--- src/rtl/spi_slave_rx_tx_if.sv ---
// SPI slave bus bundle: serial pins plus the RAM-side word ports.
// The slave modport is the front end; the master modport drives it.
interface spi_slave_rx_tx_if #(
    parameter int RX_WIDTH = 10,
    parameter int TX_WIDTH = 8
);
    logic                ss_n;
    logic                mosi;
    logic                miso;
    logic [RX_WIDTH-1:0] rx_data;
    logic                rx_valid;
    logic [TX_WIDTH-1:0] tx_data;
    logic                tx_valid;

    modport slave (
        input  ss_n,
        input  mosi,
        input  tx_data,
        input  tx_valid,
        output miso,
        output rx_data,
        output rx_valid
    );

    modport master (
        output ss_n,
        output mosi,
        output tx_data,
        output tx_valid,
        input  miso,
        input  rx_data,
        input  rx_valid
    );
endinterface

--- src/rtl/spi_slave_rx_tx.sv ---
// SPI slave front end for the single-port SPI RAM.
// Deserialises MOSI into RAM words and serialises read data onto MISO.
module spi_slave_rx_tx #(
    parameter int RX_WIDTH = 10,
    parameter int TX_WIDTH = 8
) (
    input  logic clk,
    input  logic rst,
    spi_slave_rx_tx_if.slave bus
);
    localparam int TCW = (TX_WIDTH > 1) ? $clog2(TX_WIDTH) : 1;
    localparam logic [3:0]     RX_LAST = 4'(RX_WIDTH - 1);
    localparam logic [TCW-1:0] TX_LAST = TCW'(TX_WIDTH - 1);

    typedef enum logic [2:0] {
        IDLE,
        CHK_CMD,
        WRITE,
        READ_ADD,
        READ_DATA
    } state_t;

    state_t state;
    state_t state_nxt;

    logic [3:0]          bit_cnt;
    logic [RX_WIDTH-2:0] rx_shift;
    logic                rx_done;
    logic [TX_WIDTH-1:0] tx_shift;
    logic [TCW-1:0]      tx_cnt;
    logic                tx_busy;
    logic                tx_sent;
    logic                rd_addr_done;

    logic shift_en;
    logic word_done;
    logic tx_load;
    logic tx_step;
    logic tx_last;
    logic leave;

    // State register.
    always_ff @(posedge clk or posedge rst) begin
        if (rst) begin
            state <= IDLE;
        end else begin
            state <= state_nxt;
        end
    end

    // Next state and per-edge control strobes.
    always_comb begin
        state_nxt = state;
        shift_en  = 1'b0;
        word_done = 1'b0;
        tx_load   = 1'b0;
        tx_step   = 1'b0;
        tx_last   = 1'b0;
        unique case (state)
            IDLE: begin
                if (!bus.ss_n) begin
                    state_nxt = CHK_CMD;
                end
            end
            CHK_CMD: begin
                if (bus.ss_n) begin
                    state_nxt = IDLE;
                end else if (!bus.mosi) begin
                    state_nxt = WRITE;
                end else if (!rd_addr_done) begin
                    state_nxt = READ_ADD;
                end else begin
                    state_nxt = READ_DATA;
                end
            end
            WRITE, READ_ADD, READ_DATA: begin
                // A word whose last bit lands with ss_n rising still completes.
                if (!rx_done) begin
                    shift_en = 1'b1;
                    if (bit_cnt == RX_LAST) begin
                        word_done = 1'b1;
                    end
                end else if (state == READ_DATA) begin
                    if (tx_busy) begin
                        tx_step = 1'b1;
                        if (tx_cnt == TX_LAST) begin
                            tx_last = 1'b1;
                        end
                    end else if (!tx_sent && bus.tx_valid && !bus.ss_n) begin
                        tx_load = 1'b1;
                    end
                end
                if (bus.ss_n) begin
                    state_nxt = IDLE;
                end
            end
            default: begin
                state_nxt = IDLE;
            end
        endcase
    end

    assign leave = (state != IDLE) && (state_nxt == IDLE);

    // Receive path: shift MOSI in and publish the finished word.
    always_ff @(posedge clk or posedge rst) begin
        if (rst) begin
            bit_cnt      <= '0;
            rx_shift     <= '0;
            rx_done      <= 1'b0;
            bus.rx_data  <= '0;
            bus.rx_valid <= 1'b0;
        end else begin
            bus.rx_valid <= 1'b0;
            if (word_done) begin
                bus.rx_data  <= {rx_shift, bus.mosi};
                bus.rx_valid <= 1'b1;
            end
            if (leave) begin
                bit_cnt  <= '0;
                rx_shift <= '0;
                rx_done  <= 1'b0;
            end else if (shift_en) begin
                rx_shift <= {rx_shift[RX_WIDTH-3:0], bus.mosi};
                bit_cnt  <= bit_cnt + 4'd1;
                if (word_done) begin
                    rx_done <= 1'b1;
                end
            end
        end
    end

    // Transmit path: capture RAM data and walk it out MSB first.
    always_ff @(posedge clk or posedge rst) begin
        if (rst) begin
            tx_shift <= '0;
            tx_cnt   <= '0;
            tx_busy  <= 1'b0;
            tx_sent  <= 1'b0;
        end else if (leave) begin
            tx_shift <= '0;
            tx_cnt   <= '0;
            tx_busy  <= 1'b0;
            tx_sent  <= 1'b0;
        end else if (tx_load) begin
            tx_shift <= bus.tx_data;
            tx_cnt   <= '0;
            tx_busy  <= 1'b1;
        end else if (tx_step) begin
            if (tx_last) begin
                tx_shift <= '0;
                tx_busy  <= 1'b0;
                tx_sent  <= 1'b1;
            end else begin
                tx_shift <= {tx_shift[TX_WIDTH-2:0], 1'b0};
                tx_cnt   <= tx_cnt + 1'b1;
            end
        end
    end

    // Read-address flag: set by a finished address frame, cleared after transmit.
    always_ff @(posedge clk or posedge rst) begin
        if (rst) begin
            rd_addr_done <= 1'b0;
        end else if (tx_last) begin
            rd_addr_done <= 1'b0;
        end else if (word_done && state == READ_ADD) begin
            rd_addr_done <= 1'b1;
        end
    end

    assign bus.miso = tx_busy & tx_shift[TX_WIDTH-1];

endmodule

--- src/flat_wrapper.sv ---
// flat-port wrapper written by rule: the top's interface ports become plain ports
module spi_slave_rx_tx_flat 
#(
    parameter int RX_WIDTH = 10,
    parameter int TX_WIDTH = 8
)
  (clk, rst, bus_ss_n, bus_mosi, bus_tx_data, bus_tx_valid, bus_miso, bus_rx_data, bus_rx_valid);
  spi_slave_rx_tx_if #(.RX_WIDTH(RX_WIDTH), .TX_WIDTH(TX_WIDTH)) bus_i ();
  input  logic clk;
  input  logic rst;
  input wire logic [$bits(bus_i.ss_n)-1:0] bus_ss_n;
  input wire logic [$bits(bus_i.mosi)-1:0] bus_mosi;
  input wire logic [$bits(bus_i.tx_data)-1:0] bus_tx_data;
  input wire logic [$bits(bus_i.tx_valid)-1:0] bus_tx_valid;
  output wire logic [$bits(bus_i.miso)-1:0] bus_miso;
  output wire logic [$bits(bus_i.rx_data)-1:0] bus_rx_data;
  output wire logic [$bits(bus_i.rx_valid)-1:0] bus_rx_valid;
  assign bus_i.ss_n = bus_ss_n;
  assign bus_i.mosi = bus_mosi;
  assign bus_i.tx_data = bus_tx_data;
  assign bus_i.tx_valid = bus_tx_valid;
  assign bus_miso = bus_i.miso;
  assign bus_rx_data = bus_i.rx_data;
  assign bus_rx_valid = bus_i.rx_valid;
  spi_slave_rx_tx #(.RX_WIDTH(RX_WIDTH), .TX_WIDTH(TX_WIDTH)) u_core (.clk(clk), .rst(rst), .bus(bus_i));
endmodule
--- config.mk ---
export PLATFORM = sky130hd
export DESIGN_NAME = spi_slave_rx_tx_flat
export DESIGN_NICKNAME = d
export VERILOG_FILES = /design/src/rtl/spi_slave_rx_tx_if.sv /design/src/rtl/spi_slave_rx_tx.sv /design/src/flat_wrapper.sv
export SDC_FILE = /design/constraint.sdc
export NUM_CORES = 1
export LEC_CHECK = 0
export CORE_MARGIN = 1
export CORE_UTILIZATION = 33
export DETAILED_ROUTE_END_ITERATION = 7
export PLACE_DENSITY_LB_ADDON = 0.25
export SYNTH_ARGS = -nofsm -noshare
export SYNTH_HDL_FRONTEND = slang
export SYNTH_SLANG_ARGS = --single-unit
--- constraint.sdc ---
create_clock -name clk -period 3.8 [get_ports clk]
set_input_delay 0.95 -clock clk [delete_from_list [all_inputs] [get_ports clk]]
set_output_delay 0.95 -clock clk [all_outputs]
set_load 0.02 [all_outputs]
==> results by group <==
Timing
  – Final setup vio count: 0
  – Pins Over Slew Limit: 0
  – Worst Max-Slew Pin Slew: 0.978 ns
  – Setup TNS: 0 ns
  – Tcrit/Tclk final: 78.0%
  – Final Critical Period: 2.97 ns
  – Final setup skew: 0.00484 ns
  – Endpoints failing hold: 0
  – RSZ-0062 raised after global routing: false
  – Achievable clock frequency: 337 MHz
  – Slew Limit Headroom: 34.4%

Drt
  – # DRC: 0
  – DRT iter0 DRCs: 66
  – Average vias per placed instance: 4.98
  – Pre-antenna DRT Iters: 4
  – Total length of routed wires: 4.38 mm
  – Final ANT Viol Nets: 0
  – Routed len/inst: 13.9 µm
  – Vias after detailed routing: 1,570

Hold path
  – HP Class: register to register

Logic synthesis
  – Synth warnings: 0
  – Yosys top cell by area: dfrtp_1
  – Post-synth net total: 212
  – Ys flop type: dfrtp_1
  – Count of different cell masters after synthesis: 48
  – EDFF count, synth: 0
  – Post-synthesis instance total: 195
  – Most common cell in the synthesized netlist: dfrtp_1
  – Top post-synthesis cells by area: dfrtp_1 (45%), a221oi_2 (6.4%), mux2_4 (5.1%)
  – Async SR Flop Fraction: 100%
  – Register area share after synthesis: 44.9%
  – Top cells by count, synth: dfrtp_1 (42), inv_1 (22), nor2_1 (12)
  – Seq cells post-synth: 42
  – Synthesized area: 2340 µm²
  – Area share of the largest cell type after synthesis: 44.9%
  – Mapped Avg Cell Area: 12.0 µm²

Floorplanning
  – Io pins: 25
  – Die ar.: 7430 µm²
  – Row cnt: 30
  – Starting Density: 34.3%
  – Die X: 86.2 µm
  – Core Area: 6830 µm²
  – Chip height: 86.2 µm

Global route
  – Vias in the first global route: 1,502
  – GRT overflow: 0
  – Pin count of the biggest net entering global routing: 28
  – First-pass GRT wire length: 7.47 mm
  – Initial antenna violation count: 0
  – GRT Util Overall: 13.1%

Worst setup path
  – Crit Path Class: register to primary output
  – R2R Path End: u_core.bus.rx_data[4]$_DFFE_PP0P_
  – Crit path launch type: register
  – Reg2Reg Setup Slack: 1.80 ns
  – Crit path DAT: 2.02 ns
  – Crit path to: bus_miso
  – Maximum fanout along the worst path: 10
  – R2R cell count: 3
  – Worst Setup SP: u_core.tx_busy$_DFFE_PP0P_
  – Crit. End Element: primary output
  – RR Startpoint: u_core.state[2]$_DFF_PP0_
  – Worst EP required: 2.85 ns

Clock network
  – CTS root buf: clkbuf_8
  – H-tree Lvls: 2
  – Clock Latency Late Sink: 0.30 ns
  – Sink Count: 42
  – Clk buf depth: 2
  – Setup Fix Bufs, Post-CTS: 0
  – Worst-path clk slew: 0.08 ns
  – CTS tree: yes
  – Post-CTS resize count: 0
  – Num CTS Buffers: 5
  – Post-CTS Hold Buffers: 0

Pwr
  – Static leakage: 1.09 nW
  – PD cells: 377 nW/µm²
  – Max VDD drop: 127 µV

Layout
  – Area Overhead vs Synth: 17.2%
  – Layout Utilization: 40.2%
  – Antenna cell count: 0
  – Nets: 235
  – Final instance area: 2740 µm²
  – Post-route insts no fill: 315
  – Ratio of cells with drive above 1 in the final layout: 26.5%

Placement
  – Cell Area, Placed: 2630 µm²
  – Dpl cells: 307
  – PortBufs: 24
  – DP HPWL: 2.96 mm
  – Placer Congestion: 0.704

Job
  – # Max-Cap Violations: 0

Run status
  – Outcome: finished clean
-- layout make-up --
type                    instances  area (µm²)
clock buffers                   6        72.6
clock inverters                 2        37.5
fillers                       683        4090
inverters                      23        86.3
multi-input cells             119        1110
flip-flops and latches         42        1050
well taps                      96         120
repair buffers                 27         263
-- cell families after synthesis --
family / share of synthesized area [%]
AO/OA/AOI/OAI: 23.6
AND/OR/NAND/NOR: 14.9
flip-flops: 44.9
buffers and inverters: 7.54
multiplexers: 6.95
adder cells (fa/ha/maj): 2.14
-- how the worst min path moves through the flow --
| stage | start | end | cells past startpoint | slack (ns) |
|---|---|---|---|---|
| finish | u_core.bus.rx_data[3]$_DFFE_PP0P_ | u_core.bus.rx_data[3]$_DFFE_PP0P_ | 1 | 0.50 |
| floorplan | u_core.rx_shift[2]$_DFFE_PP0P_ | u_core.bus.rx_data[3]$_DFFE_PP0P_ | 1 | 0.48 |
| detailed placement | u_core.bus.rx_data[3]$_DFFE_PP0P_ | u_core.bus.rx_data[3]$_DFFE_PP0P_ | 1 | 0.49 |
| global placement | u_core.bus.rx_data[3]$_DFFE_PP0P_ | u_core.bus.rx_data[3]$_DFFE_PP0P_ | 1 | 0.49 |
| CTS | u_core.bus.rx_data[3]$_DFFE_PP0P_ | u_core.bus.rx_data[3]$_DFFE_PP0P_ | 1 | 0.51 |
| global route | u_core.rx_shift[8]$_DFFE_PP0P_ | u_core.bus.rx_data[9]$_DFFE_PP0P_ | 1 | 0.52 |
-- registers in the layout, summed over array words and instances, names as in the netlist --
signal               count
u_core.tx_shift          8
u_core.tx_sent           1
u_core.state             3
u_core.rx_done           1
u_core.tx_busy           1
u_core.bus.rx_data      10
u_core.rx_shift          9
u_core.bus.rx_valid      1
u_core.tx_cnt            3
u_core.rd_addr_done      1
u_core.bit_cnt           4
-- worst max-delay path, cell delays in order (launching register included) --
cell and delay (ns):
dfrtp_1 0.55, clkinv_1 0.36, nor2_1 0.19, clkdlybuf4s50_1 0.61
-- cell usage in the layout (no fill, tap or decap), types with 2 or more instances in the layout --
cell	count
a2111oi_2	7
a211oi_1	8
a211oi_2	4
a21oi_1	5
a221oi_2	10
a31oi_1	3
buf_4	3
clkbuf_8	5
clkdlybuf4s50_1	24
clkinv_1	2
dfrtp_1	42
ha_1	4
inv_1	21
mux2_1	2
mux2_4	8
mux2i_1	2
nand2b_1	4
nand3_1	4
nor2_1	12
nor2b_1	4
nor3_2	8
nor3b_2	2
o21ai_0	6
o21bai_1	2
or3b_1	2
-- metal layers --
metal  vias up  routed length, µm  track usage (%)
li1        764                  -                -
met1       775               2210             17.5
met2        24               1960             19.9
met3         7                121             2.95
met4         0                 89             6.82
met5         -                  0                0
-- per-stage QoR --
step,hold slack (ns),setup WS [ns],power (mW)
CTS,0.506,0.820,1.05
global route,0.521,0.750,1.09
global placement,0.487,1.11,0.686
finish,0.498,0.835,1.03
detailed placement,0.486,1.10,0.687
floorplan,0.481,1.86,0.647
-- report_power, final --
group	switching [mW]	total, mW	internal, mW
combinational	0.0823	0.158	0.0760
clock	0.161	0.357	0.196
sequential	0.0354	0.518	0.483
total	0.279	1.03	0.755
Note: power is estimated with default switching activity, not from simulation.
